[config.mk]
export PLATFORM = sky130hd
export DESIGN_NAME = tl_rx_vc_read_arbiter_flat
export DESIGN_NICKNAME = d
export VERILOG_FILES = /design/src/rtl/tl_rx_vc_read_arbiter_pkg.sv /design/src/rtl/tl_rx_vc_read_arbiter_if.sv /design/src/rtl/tl_rx_vc_read_arbiter_prio.sv /design/src/rtl/tl_rx_vc_read_arbiter.sv /design/src/flat_wrapper.sv
export SDC_FILE = /design/constraint.sdc
export NUM_CORES = 1
export LEC_CHECK = 0
export BUFFER_PORTS_ARGS = -buffer_cell sky130_fd_sc_hd__buf_4
export CAP_MARGIN = 20
export CORE_MARGIN = 3
export CORE_UTILIZATION = 51
export CTS_BUF_LIST = sky130_fd_sc_hd__clkbuf_8
export CTS_CLUSTER_DIAMETER = 30
export DETAILED_ROUTE_END_ITERATION = 7
export GPL_TIMING_DRIVEN = 0
export PLACE_DENSITY = 0.82
export SYNTH_ARGS = -nofsm -noshare
export SYNTH_HDL_FRONTEND = slang
export SYNTH_SLANG_ARGS = --single-unit
export TNS_END_PERCENT = 30
[constraint.sdc]
create_clock -name i_clk -period 2.6 [get_ports i_clk]
set_input_delay 0.52 -clock i_clk [delete_from_list [all_inputs] [get_ports i_clk]]
set_output_delay 0.52 -clock i_clk [all_outputs]
set_load 0.1 [all_outputs]
[src/rtl/tl_rx_vc_read_arbiter_pkg.sv]
// Shared encodings for the RX virtual-channel read scheduler: traffic classes,
// FSM states and the beat-counter width helper.
package tl_rx_vc_pkg;

   typedef enum logic [1:0] {
      CLS_P   = 2'd0,
      CLS_NP  = 2'd1,
      CLS_CPL = 2'd2
   } vc_cls_e;

   typedef enum logic [1:0] {
      ST_IDLE = 2'd0,
      ST_HDR  = 2'd1,
      ST_DATA = 2'd2
   } arb_state_e;

   localparam int NUM_VC = 3;

   // One extra bit so a Length of 0 (1024 DW) still fits as a beat count.
   function automatic int beat_cnt_w(input int length_width);
      return length_width + 1;
   endfunction

endpackage

[src/rtl/tl_rx_vc_read_arbiter_if.sv]
// Buffer-status / sink-handshake bundle between the VC buffers, the read
// arbiter (master) and the downstream AXI bridge (slave).
interface tl_rx_vc_read_arbiter_if #(
   parameter int LENGTH_WIDTH = 10
);
   logic [2:0]              i_hdr_empty;
   logic [2:0]              i_data_empty;
   logic [2:0]              i_has_data;
   logic [LENGTH_WIDTH-1:0] i_p_length;
   logic [LENGTH_WIDTH-1:0] i_np_length;
   logic [LENGTH_WIDTH-1:0] i_cpl_length;
   logic                    i_sink_ready;
   logic                    o_valid;
   logic [1:0]              o_sel;
   logic                    o_sop;
   logic                    o_eop;
   logic [2:0]              o_r_hdr_inc;
   logic [2:0]              o_r_data_inc;

   modport master (
      input  i_hdr_empty, i_data_empty, i_has_data,
      input  i_p_length, i_np_length, i_cpl_length, i_sink_ready,
      output o_valid, o_sel, o_sop, o_eop, o_r_hdr_inc, o_r_data_inc
   );

   modport slave (
      output i_hdr_empty, i_data_empty, i_has_data,
      output i_p_length, i_np_length, i_cpl_length, i_sink_ready,
      input  o_valid, o_sel, o_sop, o_eop, o_r_hdr_inc, o_r_data_inc
   );
endinterface

[src/rtl/tl_rx_vc_read_arbiter_prio.sv]
// Combinational class select: starved CPL, starved NP, then base order
// P > CPL > NP.
module tl_rx_vc_arb_prio
   import tl_rx_vc_pkg::*;
(
   input  logic [2:0] cand,
   input  logic       promote_np,
   input  logic       promote_cpl,
   output logic [1:0] gnt,
   output logic       gnt_vld
);

   always_comb begin
      gnt     = CLS_P;
      gnt_vld = |cand;
      if (promote_cpl && cand[2])      gnt = CLS_CPL;
      else if (promote_np && cand[1])  gnt = CLS_NP;
      else if (cand[0])                gnt = CLS_P;
      else if (cand[2])                gnt = CLS_CPL;
      else if (cand[1])                gnt = CLS_NP;
   end

endmodule

[src/rtl/tl_rx_vc_read_arbiter.sv]
// RX VC read scheduler: grants one class, streams its header and payload beats
// and strobes that class's read pointers. Optional NP/CPL starvation promotion
// is compiled in with TL_RX_VC_ARB_STARVE_EN.
module tl_rx_vc_read_arbiter
   import tl_rx_vc_pkg::*;
#(
   parameter int LENGTH_WIDTH = 10,
   parameter int BEAT_DW      = 8,
   parameter int STARVE_LIMIT = 8
) (
   input logic                    i_clk,
   input logic                    i_n_rst,
   tl_rx_vc_read_arbiter_if.master bus
);

   localparam int CW = beat_cnt_w(LENGTH_WIDTH);
   localparam int SH = $clog2(BEAT_DW);

   if (BEAT_DW < 1 || (BEAT_DW & (BEAT_DW - 1)) != 0) begin : g_bad_beat
      $error("BEAT_DW must be a power of two");
   end
   if (STARVE_LIMIT < 1) begin : g_bad_limit
      $error("STARVE_LIMIT must be at least 1");
   end

   arb_state_e              state;
   logic [1:0]              sel;
   logic                    has_data_q;
   logic [CW-1:0]           cnt;

   logic [2:0]              cand;
   logic [1:0]              gnt;
   logic                    gnt_vld;
   logic                    promote_np;
   logic                    promote_cpl;
   logic [2:0]              gnt_oh;
   logic [2:0]              sel_oh;
   logic [LENGTH_WIDTH-1:0] gnt_len;
   logic [31:0]             len_dw;
   logic [CW-1:0]           gnt_beats;
   logic                    data_ok;
   logic                    hdr_fire;
   logic                    data_fire;

   assign cand   = ~bus.i_hdr_empty;
   assign gnt_oh = 3'b001 << gnt;
   assign sel_oh = 3'b001 << sel;

   tl_rx_vc_arb_prio u_prio (
      .cand        (cand),
      .promote_np  (promote_np),
      .promote_cpl (promote_cpl),
      .gnt         (gnt),
      .gnt_vld     (gnt_vld)
   );

   always_comb begin
      case (gnt)
         2'd1:    gnt_len = bus.i_np_length;
         2'd2:    gnt_len = bus.i_cpl_length;
         default: gnt_len = bus.i_p_length;
      endcase
      len_dw    = (gnt_len == '0) ? (32'd1 << LENGTH_WIDTH) : 32'(gnt_len);
      gnt_beats = CW'((len_dw + 32'(BEAT_DW) - 32'd1) >> SH);
   end

   assign data_ok   = |(sel_oh & ~bus.i_data_empty);
   assign hdr_fire  = (state == ST_HDR) && bus.i_sink_ready;
   assign data_fire = (state == ST_DATA) && data_ok && bus.i_sink_ready;

   // Strobes are combinational so the pointer advances in the accepting cycle.
   assign bus.o_valid      = (state == ST_HDR) || ((state == ST_DATA) && data_ok);
   assign bus.o_sel        = sel;
   assign bus.o_sop        = (state == ST_HDR);
   assign bus.o_eop        = ((state == ST_HDR) && !has_data_q) ||
                             ((state == ST_DATA) && (cnt == CW'(1)));
   assign bus.o_r_hdr_inc  = hdr_fire  ? sel_oh : 3'b000;
   assign bus.o_r_data_inc = data_fire ? sel_oh : 3'b000;

   always_ff @(posedge i_clk or negedge i_n_rst) begin
      if (!i_n_rst) begin
         state      <= ST_IDLE;
         sel        <= 2'd0;
         has_data_q <= 1'b0;
         cnt        <= '0;
      end else begin
         case (state)
            ST_IDLE: begin
               if (gnt_vld) begin
                  sel        <= gnt;
                  has_data_q <= |(gnt_oh & bus.i_has_data);
                  cnt        <= gnt_beats;
                  state      <= ST_HDR;
               end
            end
            ST_HDR: begin
               if (bus.i_sink_ready) state <= has_data_q ? ST_DATA : ST_IDLE;
            end
            ST_DATA: begin
               if (data_fire) begin
                  cnt <= cnt - CW'(1);
                  if (cnt == CW'(1)) state <= ST_IDLE;
               end
            end
            default: state <= ST_IDLE;
         endcase
      end
   end

`ifdef TL_RX_VC_ARB_STARVE_EN
   localparam int SW = $clog2(STARVE_LIMIT + 1);
   localparam logic [SW-1:0] LIMIT = SW'(STARVE_LIMIT);

   logic [SW-1:0] np_starve;
   logic [SW-1:0] cpl_starve;
   logic          arb;

   assign arb = (state == ST_IDLE) && gnt_vld;

   always_ff @(posedge i_clk or negedge i_n_rst) begin
      if (!i_n_rst) begin
         np_starve  <= '0;
         cpl_starve <= '0;
      end else if (arb) begin
         if (gnt == CLS_NP)                        np_starve <= '0;
         else if (cand[1] && np_starve != LIMIT)   np_starve <= np_starve + SW'(1);
         if (gnt == CLS_CPL)                       cpl_starve <= '0;
         else if (cand[2] && cpl_starve != LIMIT)  cpl_starve <= cpl_starve + SW'(1);
      end
   end

   assign promote_np  = (np_starve == LIMIT);
   assign promote_cpl = (cpl_starve == LIMIT);
`else
   assign promote_np  = 1'b0;
   assign promote_cpl = 1'b0;
`endif

endmodule

[src/flat_wrapper.sv]
// flat-port wrapper written by rule: the top's interface ports become plain ports
module tl_rx_vc_read_arbiter_flat import tl_rx_vc_pkg::*;
#(
   parameter int LENGTH_WIDTH = 10,
   parameter int BEAT_DW      = 8,
   parameter int STARVE_LIMIT = 8
)
  (i_clk, i_n_rst, bus_i_hdr_empty, bus_i_data_empty, bus_i_has_data, bus_i_p_length, bus_i_np_length, bus_i_cpl_length, bus_i_sink_ready, bus_o_valid, bus_o_sel, bus_o_sop, bus_o_eop, bus_o_r_hdr_inc, bus_o_r_data_inc);
  tl_rx_vc_read_arbiter_if #(.LENGTH_WIDTH(LENGTH_WIDTH)) bus_i ();
  input logic i_clk;
  input logic i_n_rst;
  input wire logic [$bits(bus_i.i_hdr_empty)-1:0] bus_i_hdr_empty;
  input wire logic [$bits(bus_i.i_data_empty)-1:0] bus_i_data_empty;
  input wire logic [$bits(bus_i.i_has_data)-1:0] bus_i_has_data;
  input wire logic [$bits(bus_i.i_p_length)-1:0] bus_i_p_length;
  input wire logic [$bits(bus_i.i_np_length)-1:0] bus_i_np_length;
  input wire logic [$bits(bus_i.i_cpl_length)-1:0] bus_i_cpl_length;
  input wire logic [$bits(bus_i.i_sink_ready)-1:0] bus_i_sink_ready;
  output wire logic [$bits(bus_i.o_valid)-1:0] bus_o_valid;
  output wire logic [$bits(bus_i.o_sel)-1:0] bus_o_sel;
  output wire logic [$bits(bus_i.o_sop)-1:0] bus_o_sop;
  output wire logic [$bits(bus_i.o_eop)-1:0] bus_o_eop;
  output wire logic [$bits(bus_i.o_r_hdr_inc)-1:0] bus_o_r_hdr_inc;
  output wire logic [$bits(bus_i.o_r_data_inc)-1:0] bus_o_r_data_inc;
  assign bus_i.i_hdr_empty = bus_i_hdr_empty;
  assign bus_i.i_data_empty = bus_i_data_empty;
  assign bus_i.i_has_data = bus_i_has_data;
  assign bus_i.i_p_length = bus_i_p_length;
  assign bus_i.i_np_length = bus_i_np_length;
  assign bus_i.i_cpl_length = bus_i_cpl_length;
  assign bus_i.i_sink_ready = bus_i_sink_ready;
  assign bus_o_valid = bus_i.o_valid;
  assign bus_o_sel = bus_i.o_sel;
  assign bus_o_sop = bus_i.o_sop;
  assign bus_o_eop = bus_i.o_eop;
  assign bus_o_r_hdr_inc = bus_i.o_r_hdr_inc;
  assign bus_o_r_data_inc = bus_i.o_r_data_inc;
  tl_rx_vc_read_arbiter #(.LENGTH_WIDTH(LENGTH_WIDTH), .BEAT_DW(BEAT_DW), .STARVE_LIMIT(STARVE_LIMIT)) u_core (.i_clk(i_clk), .i_n_rst(i_n_rst), .bus(bus_i));
endmodule
==> results of run 1 <==
## cell families after synthesis
kind of cell / count (synthesis) / synth area share
and+or+nand+nor: 84 / 0.308
adders and majority gates: 5 / 0.0444
DFF: 16 / 0.284
buffers and inverters: 15 / 0.0417
AOI/OAI and AO/OA: 57 / 0.287
xor gates and xnor gates: 2 / 0.0124
muxes: 3 / 0.0222
## final cells by class
type | count | area, um^2 | area share
timing repair buffer | 52 | 394 | 0.199
buffer | 6 | 26.3 | 0.0133
clock buffer | 4 | 55.1 | 0.0279
multi-input combinational | 151 | 1030 | 0.523
inverter | 7 | 26.3 | 0.0133
tap | 30 | 37.5 | 0.0190
sequential | 16 | 403 | 0.204
## report_power, final
group | total (mW) | internal [mW] | switching, mW
Combinational | 1.35 | 0.431 | 0.917
Clock | 0.221 | 0.134 | 0.0872
Sequential | 0.513 | 0.353 | 0.160
Total | 2.08 | 0.918 | 1.16
## critical path: stages
cell and delay (ns):
buf_4 0.11, nand2b_1 0.18, inv_1 0.10, ha_1 0.15, clkbuf_1 0.34, o31ai_1 0.14
a211o_1 0.33, a21oi_4 0.28, xor2_1 0.14, a221o_1 0.33
## per-layer routing
metal	part of all wire	global-route usage	wire length [um]	vias up
met1	0.41	0.306	1700	765
met3	0.074	0.0307	306	8
met2	0.50	0.463	2080	87
met4	0.016	0.0894	68	0
met5	0	0	0	-
li1	-	-	-	805
## cells in the final DEF, fill, tap and decap left out, drive strengths merged, types with 3 or more instances in the layout
cell	synthesis	final
ha	5	5
or4	3	3
dfrtp	16	16
a22oi	7	7
or3	4	4
a22o	3	3
nand2b	6	6
nor4	4	4
a21oi	10	10
nor3	10	10
o31ai	5	5
inv	7	7
nand3	11	11
nor2	21	21
buf	2	54
nand2	12	12
clkbuf	6	8
o22ai	3	3
a21o	3	3
o21ai	9	9
## what timing repair did
action	CTS	global route
setup endpoints to repair	1	6
gates resized for setup	1	7
pin swaps	0	0
## sequential cells by signal, indices dropped and copies added, names as in the netlist
name / count
u_core.state: 2
u_core.bus.o_sel: 2
u_core.cnt: 11
u_core.has_data_q: 1
## through the flow
stage	hold slack, ns	instance area, um^2	utilization	setup slack [ns]	TNS, ns
final	0.118	1980	0.776	0.124	0
after global routing	0.129	1980	0.776	0.0193	0
after CTS	0.125	1960	0.769	0.00125	0
after detailed placement	0.389	1900	0.746	-0.408	-1.51
after global placement	0.386	1900	0.746	-0.291	-0.819
after floorplan	0.224	1470	-	-0.590	-1.77
## how the worst min path moves through the flow
stage	slack (ns)	endpoint	cells past startpoint	startpoint
after floorplan	0.22	u_core.bus.o_sel[0]	0	i_n_rst
after global placement	0.39	u_core.cnt[10]	1	i_n_rst
after detailed placement	0.39	u_core.cnt[10]	1	i_n_rst
after CTS	0.13	u_core.cnt[10]	1	i_n_rst
after global routing	0.13	u_core.cnt[2]	1	i_n_rst
final	0.12	u_core.cnt[1]	1	i_n_rst
==> results.md, run 1 <==
* Synthesis-to-finish area growth at 40.2%
* Die ar. at 0.00343 mm^2
* Final #Nets at 284
* Final hold violation count at 0
* Fill cells at 169
* H-tree levels at 1
* Critical path class: input pin to flip-flop
* Top post-synthesis cells by count: nor2_1, dfrtp_1, nand2_1
* Critical path peak fanout at 10
* Relative slew slack at 0.496
* Drt drc at 0
* R2r endpoint: u_core.cnt[2]
* Worst slew pin tran at 0.746 ns
* RSZ-0062 raised after global routing: false
* ANT cells at 0
* CTS Buf Count at 3
* TritonCTS clock tree: built
* Die width at 58.6 um
* Core area at 0.00254 mm^2
* Synth warn at 0
* Io pins at 53
* Worst Clk Skew at 0.00183 ns
* Leakage at 0.867 nW
* Critical path startpoint category: input pin
* Count of port buffers added during placement at 52
* Cell variety after synth at 47
* Routed WL per cell at 15.6 um
* Largest cells by area after synthesis: dfrtp_1, nor2_1, ha_1, nand3_1, a22oi_1
* Post-synth ARST share at 1.00
* FF-to-FF path depth at 5
* Vias in the first global route at 1,614
* Max VDD drop at 1.12 mV
* Post-synth EDFFs at 0
* Count leader, synth: nor2_1
* GRT overflow at 0
* Routed WL at 4.15 mm
* Initial antenna violation count at 0
* Iteration-0 DRC count of the detailed router at 117
* Pwr Total at 2.08 mW
* Worst-Skew Late Latency at 0.25 ns
* Clock transition at path regs at 0.07 ns
* Sink Count at 16
* CP endpoint kind: flip-flop
* CP Launch Point: bus_i_hdr_empty[2]
* Min-delay worst type: input pin to asynchronous set/reset pin
* Cell Area, Synth at 0.00141 mm^2
* Row cnt at 18
* Final ANT Viol Nets at 0
* Yosys reg bits at 16
* Tmin final at 2.48 ns
* Synth top area share at 0.284
* Cells after Synth at 182
* Total nets after synthesis at 229
* Cell Count, Final, Fillers Out at 266
* Initial Util at 0.554
* WP data required at 2.73 ns
* Max frequency at 0.404 GHz
* DRT Pass-1 Iters at 5
* Tcrit/Tclk final at 0.952
* Via density at 6.26
* Setup crit end: u_core.cnt[2]
* Max Cap Viol at 0
* Final setup violation count at 0
* Largest net degree at the start of global routing at 17
* CTS Hold Bufs at 0
* FF-to-FF Start: u_core.bus.o_sel[1]
* Layout cell share with drive strength beyond 1 at 0.331
* Clk root buf: clkbuf_8
* Result of the run: completed
* Number of instances in the placed design at 264
* RePlAce Congestion at 0.865
* Cell Pwr Density at 1050 mW/mm^2
* DP HPWL at 3.30 mm
* Sequential area share after synthesis at 0.284
* Ys flop type: dfrtp_1
* GRT Total Usage at 0.255
* Vias post-DR at 1,665
* Area leader, netlist: dfrtp_1
* Die height at 58.6 um
* Syn_area_per_cell at 7.74 um^2
* CTS Buffer Depth at 2
* CP Data Arrival Time at 2.61 ns
* Final Slew Violations at 0
* Setup Fix Bufs, Post-CTS at 0
* Global-route wire length before repair at 6.97 mm
* R2r setup slk at 0.40 ns
(Power assumes the default switching activity.)
==> run 2, diff against run 1 <==
--- a/config.mk
+++ b/config.mk
@@ -8,12 +8,13 @@
 export BUFFER_PORTS_ARGS = -buffer_cell sky130_fd_sc_hd__buf_4
 export CAP_MARGIN = 20
 export CORE_MARGIN = 3
-export CORE_UTILIZATION = 51
+export CORE_UTILIZATION = 55
 export CTS_BUF_LIST = sky130_fd_sc_hd__clkbuf_8
 export CTS_CLUSTER_DIAMETER = 30
 export DETAILED_ROUTE_END_ITERATION = 7
 export GPL_TIMING_DRIVEN = 0
-export PLACE_DENSITY = 0.82
+export PLACE_DENSITY = 0.88
+export SLEW_MARGIN = 40
 export SYNTH_ARGS = -nofsm -noshare
 export SYNTH_HDL_FRONTEND = slang
 export SYNTH_SLANG_ARGS = --single-unit
==> constraint.sdc (replaced) <==
create_clock -name i_clk -period 3.03 [get_ports i_clk]
set_input_delay 0.606 -clock i_clk [delete_from_list [all_inputs] [get_ports i_clk]]
set_output_delay 0.606 -clock i_clk [all_outputs]
set_load 0.1 [all_outputs]
==> run 2 against run 1 <==
Effect of this change:
- largest power group unchanged
- clock-buffer cell count did not move
- first-iteration DRC count rose by 24%
- sequential share of layout area rose by 0.52 points
- die area fell by 6.5%
- total power fell by 16%
- cell area fell by 3.1%
- global-route usage rose by 1.9 points
- utilization rose by 4.9 points
==> results.md, run 2 (synthesis results as in run 1) <==
* Die width at 56.6 um (-3.3%)
* Layout cell share with drive strength beyond 1 at 0.290 (-0.0406)
* DP HPWL at 3.31 mm (+0.38%)
* Final hold violation count at 0 (unchanged)
* ANT cells at 0 (unchanged)
* Sequential share of power at 0.247 (about the same)
* CP endpoint kind: flip-flop
* Int Power at 761 uW (-17%)
* Setup TNS at 0 ns (unchanged)
* Commonest non-fill, non-tap cells in the layout: buf_4, nor2_1, dfrtp_1
* RSZ-0062 raised after global routing: false
* Biggest register: u_core.cnt
* R2r endpoint: u_core.cnt[10]
* Synthesis-to-finish area growth at 35.9%
* FF-to-FF Start: u_core.bus.o_sel[1]
* Number of instances in the placed design at 262 (-0.76%)
* Core area at 0.00232 mm^2 (-8.9%)
* Count of port buffers added during placement at 52 (unchanged)
* Max frequency at 0.356 GHz
* Combinational share of power at 0.641 (-0.006)
* Leading cell type in the layout, fill and taps excluded: buf_4
* GRT overflow at 0 (unchanged)
* Critical path class: input pin to flip-flop
* Placement Setup Slack at 0.00268 ns (+0.410 ns)
* FF-to-FF path depth at 6 (+1)
* Critical path peak fanout at 10 (unchanged)
* Min-delay worst type: input pin to asynchronous set/reset pin
* CP Launch Point: bus_i_hdr_empty[0]
* Initial antenna violation count at 0 (unchanged)
* DRT Pass-1 Iters at 5 (unchanged)
* Multi-input logic area at 975 um^2 (-5.7%)
* Cell Count, Final, Fillers Out at 266 (unchanged)
* Clock transition at path regs at 0.07 ns (about the same)
* Vias post-DR at 1,734 (+4.1%)
* Vias in the first global route at 1,615 (+0.062%)
* WP data required at 3.17 ns (+0.44 ns)
* Worst slew pin tran at 0.531 ns (-0.215 ns)
* TritonCTS clock tree: built
* Relative slew slack at 0.642 (+0.145)
* Max reg flops at 11 (unchanged)
* GRT Total Usage at 0.273 (+0.0188)
* Global-route wire length before repair at 7.04 mm (+0.99%)
* CP Data Arrival Time at 2.95 ns (+0.34 ns)
* Psw at 997 uW (-14%)
* CTS Buf Count at 3 (unchanged)
* Routed WL per cell at 16.6 um (+6.4%)
* Final Slew Violations at 0 (unchanged)
* Fill cells at 135 (-20%)
* Final ANT Viol Nets at 0 (unchanged)
* Via density at 6.52 (+4.1%)
* Routed WL at 4.42 mm (+6.4%)
* Drt drc at 0 (unchanged)
* Sequential cell area at 400 um^2 (-0.62%)
* Setup Fix Bufs, Post-CTS at 0 (unchanged)
* Tcrit/Tclk final at 0.927
* R2r setup slk at 0.74 ns (+0.34 ns)
* Leakage at 0.864 nW (-0.35%)
* Initial Util at 0.608 (+0.0541)
* Max Cap Viol at 0 (unchanged)
* CTS Hold Bufs at 0 (unchanged)
* CTS Buffer Depth at 2 (unchanged)
* Die height at 56.6 um (-3.3%)
* Critical path startpoint category: input pin
* Iteration-0 DRC count of the detailed router at 145 (+24%)
* Final worst slack at 0.222 ns (+0.0980 ns)
* H-tree levels at 1 (unchanged)
* Clk root buf: clkbuf_8
* Largest net degree at the start of global routing at 17 (unchanged)
* Worst-Skew Late Latency at 0.26 ns (about the same)
* Max VDD drop at 0.951 mV (-15%)
* CTS resizes at 0 (-1)
* Worst Clk Skew at 0.00469 ns (+0.00286 ns)
* Die ar. at 0.00320 mm^2 (-6.5%)
* Result of the run: completed
* Tmin final at 2.81 ns
* Cell Pwr Density at 918 mW/mm^2 (-13%)
* Pwr Total at 1.76 mW (-16%)
* Clock power frac at 0.112 (+0.006)
* Final setup violation count at 0 (unchanged)
* Net Sw Frac at 0.567 (+0.00771)
* Io pins at 53 (unchanged)
* Final #Nets at 286 (+0.70%)
* RePlAce Congestion at 0.891 (+3.1%)
* Sink Count at 16 (unchanged)
* Row cnt at 17 (-1)
==> run 2: per-layer routing <==
metal  share of wire  GRT usage  vias up
met2            0.50      0.492      116
met3           0.088     0.0414       20
li1                -          -      804
met1            0.39      0.325      794
met4           0.023     0.0949        0
met5               0          0        -
==> run 2: per-stage QoR <==
step / instance area [um^2] / util / hold WS [ns]
detailed placement: 1860 / 0.802 / 0.477
finish: 1910 / 0.826 / 0.201
CTS: 1910 / 0.826 / 0.210
global placement: 1860 / 0.802 / 0.472
floorplan: 1430 / - / 0.310
global route: 1910 / 0.826 / 0.213
==> run 2: layout make-up <==
class | count | share of cell area
inverter | 7 | 0.0137
sequential | 16 | 0.209
buffer | 8 | 0.0170
timing repair buffer | 52 | 0.204
clock buffer | 4 | 0.0288
multi-input combinational | 151 | 0.509
tap | 28 | 0.0183
==> run 2: worst max-delay path by stage <==
stage | cells after the start | endpoint | slack [ns]
after floorplan | 4 | bus_o_r_hdr_inc[2] | -0.36
after global placement | 10 | u_core.cnt[2] | 0.07
after detailed placement | 11 | u_core.cnt[2] | 0.003
after CTS | 11 | u_core.cnt[2] | 0.26
after global routing | 11 | u_core.cnt[2] | 0.09
final | 11 | u_core.cnt[2] | 0.22
==> run 2: critical path, cell delays in order <==
cell      delay, ns
buf_4          0.10
nand2_1        0.06
or2_2          0.30
inv_1          0.09
ha_1           0.14
clkbuf_1       0.31
o31ai_1        0.13
a211o_1        0.34
a21oi_2        0.41
xor2_1         0.15
a221o_1        0.31
==> run 2: power by group through the flow <==
stage | sequential, mW | combinational, mW | clock, mW
final | 0.434 | 1.13 | 0.197
after global routing | 0.446 | 1.20 | 0.204
after CTS | 0.425 | 1.11 | 0.191
after detailed placement | 0.428 | 1.10 | 0
after global placement | 0.416 | 1.06 | 0
after floorplan | 0.469 | 0.772 | 0
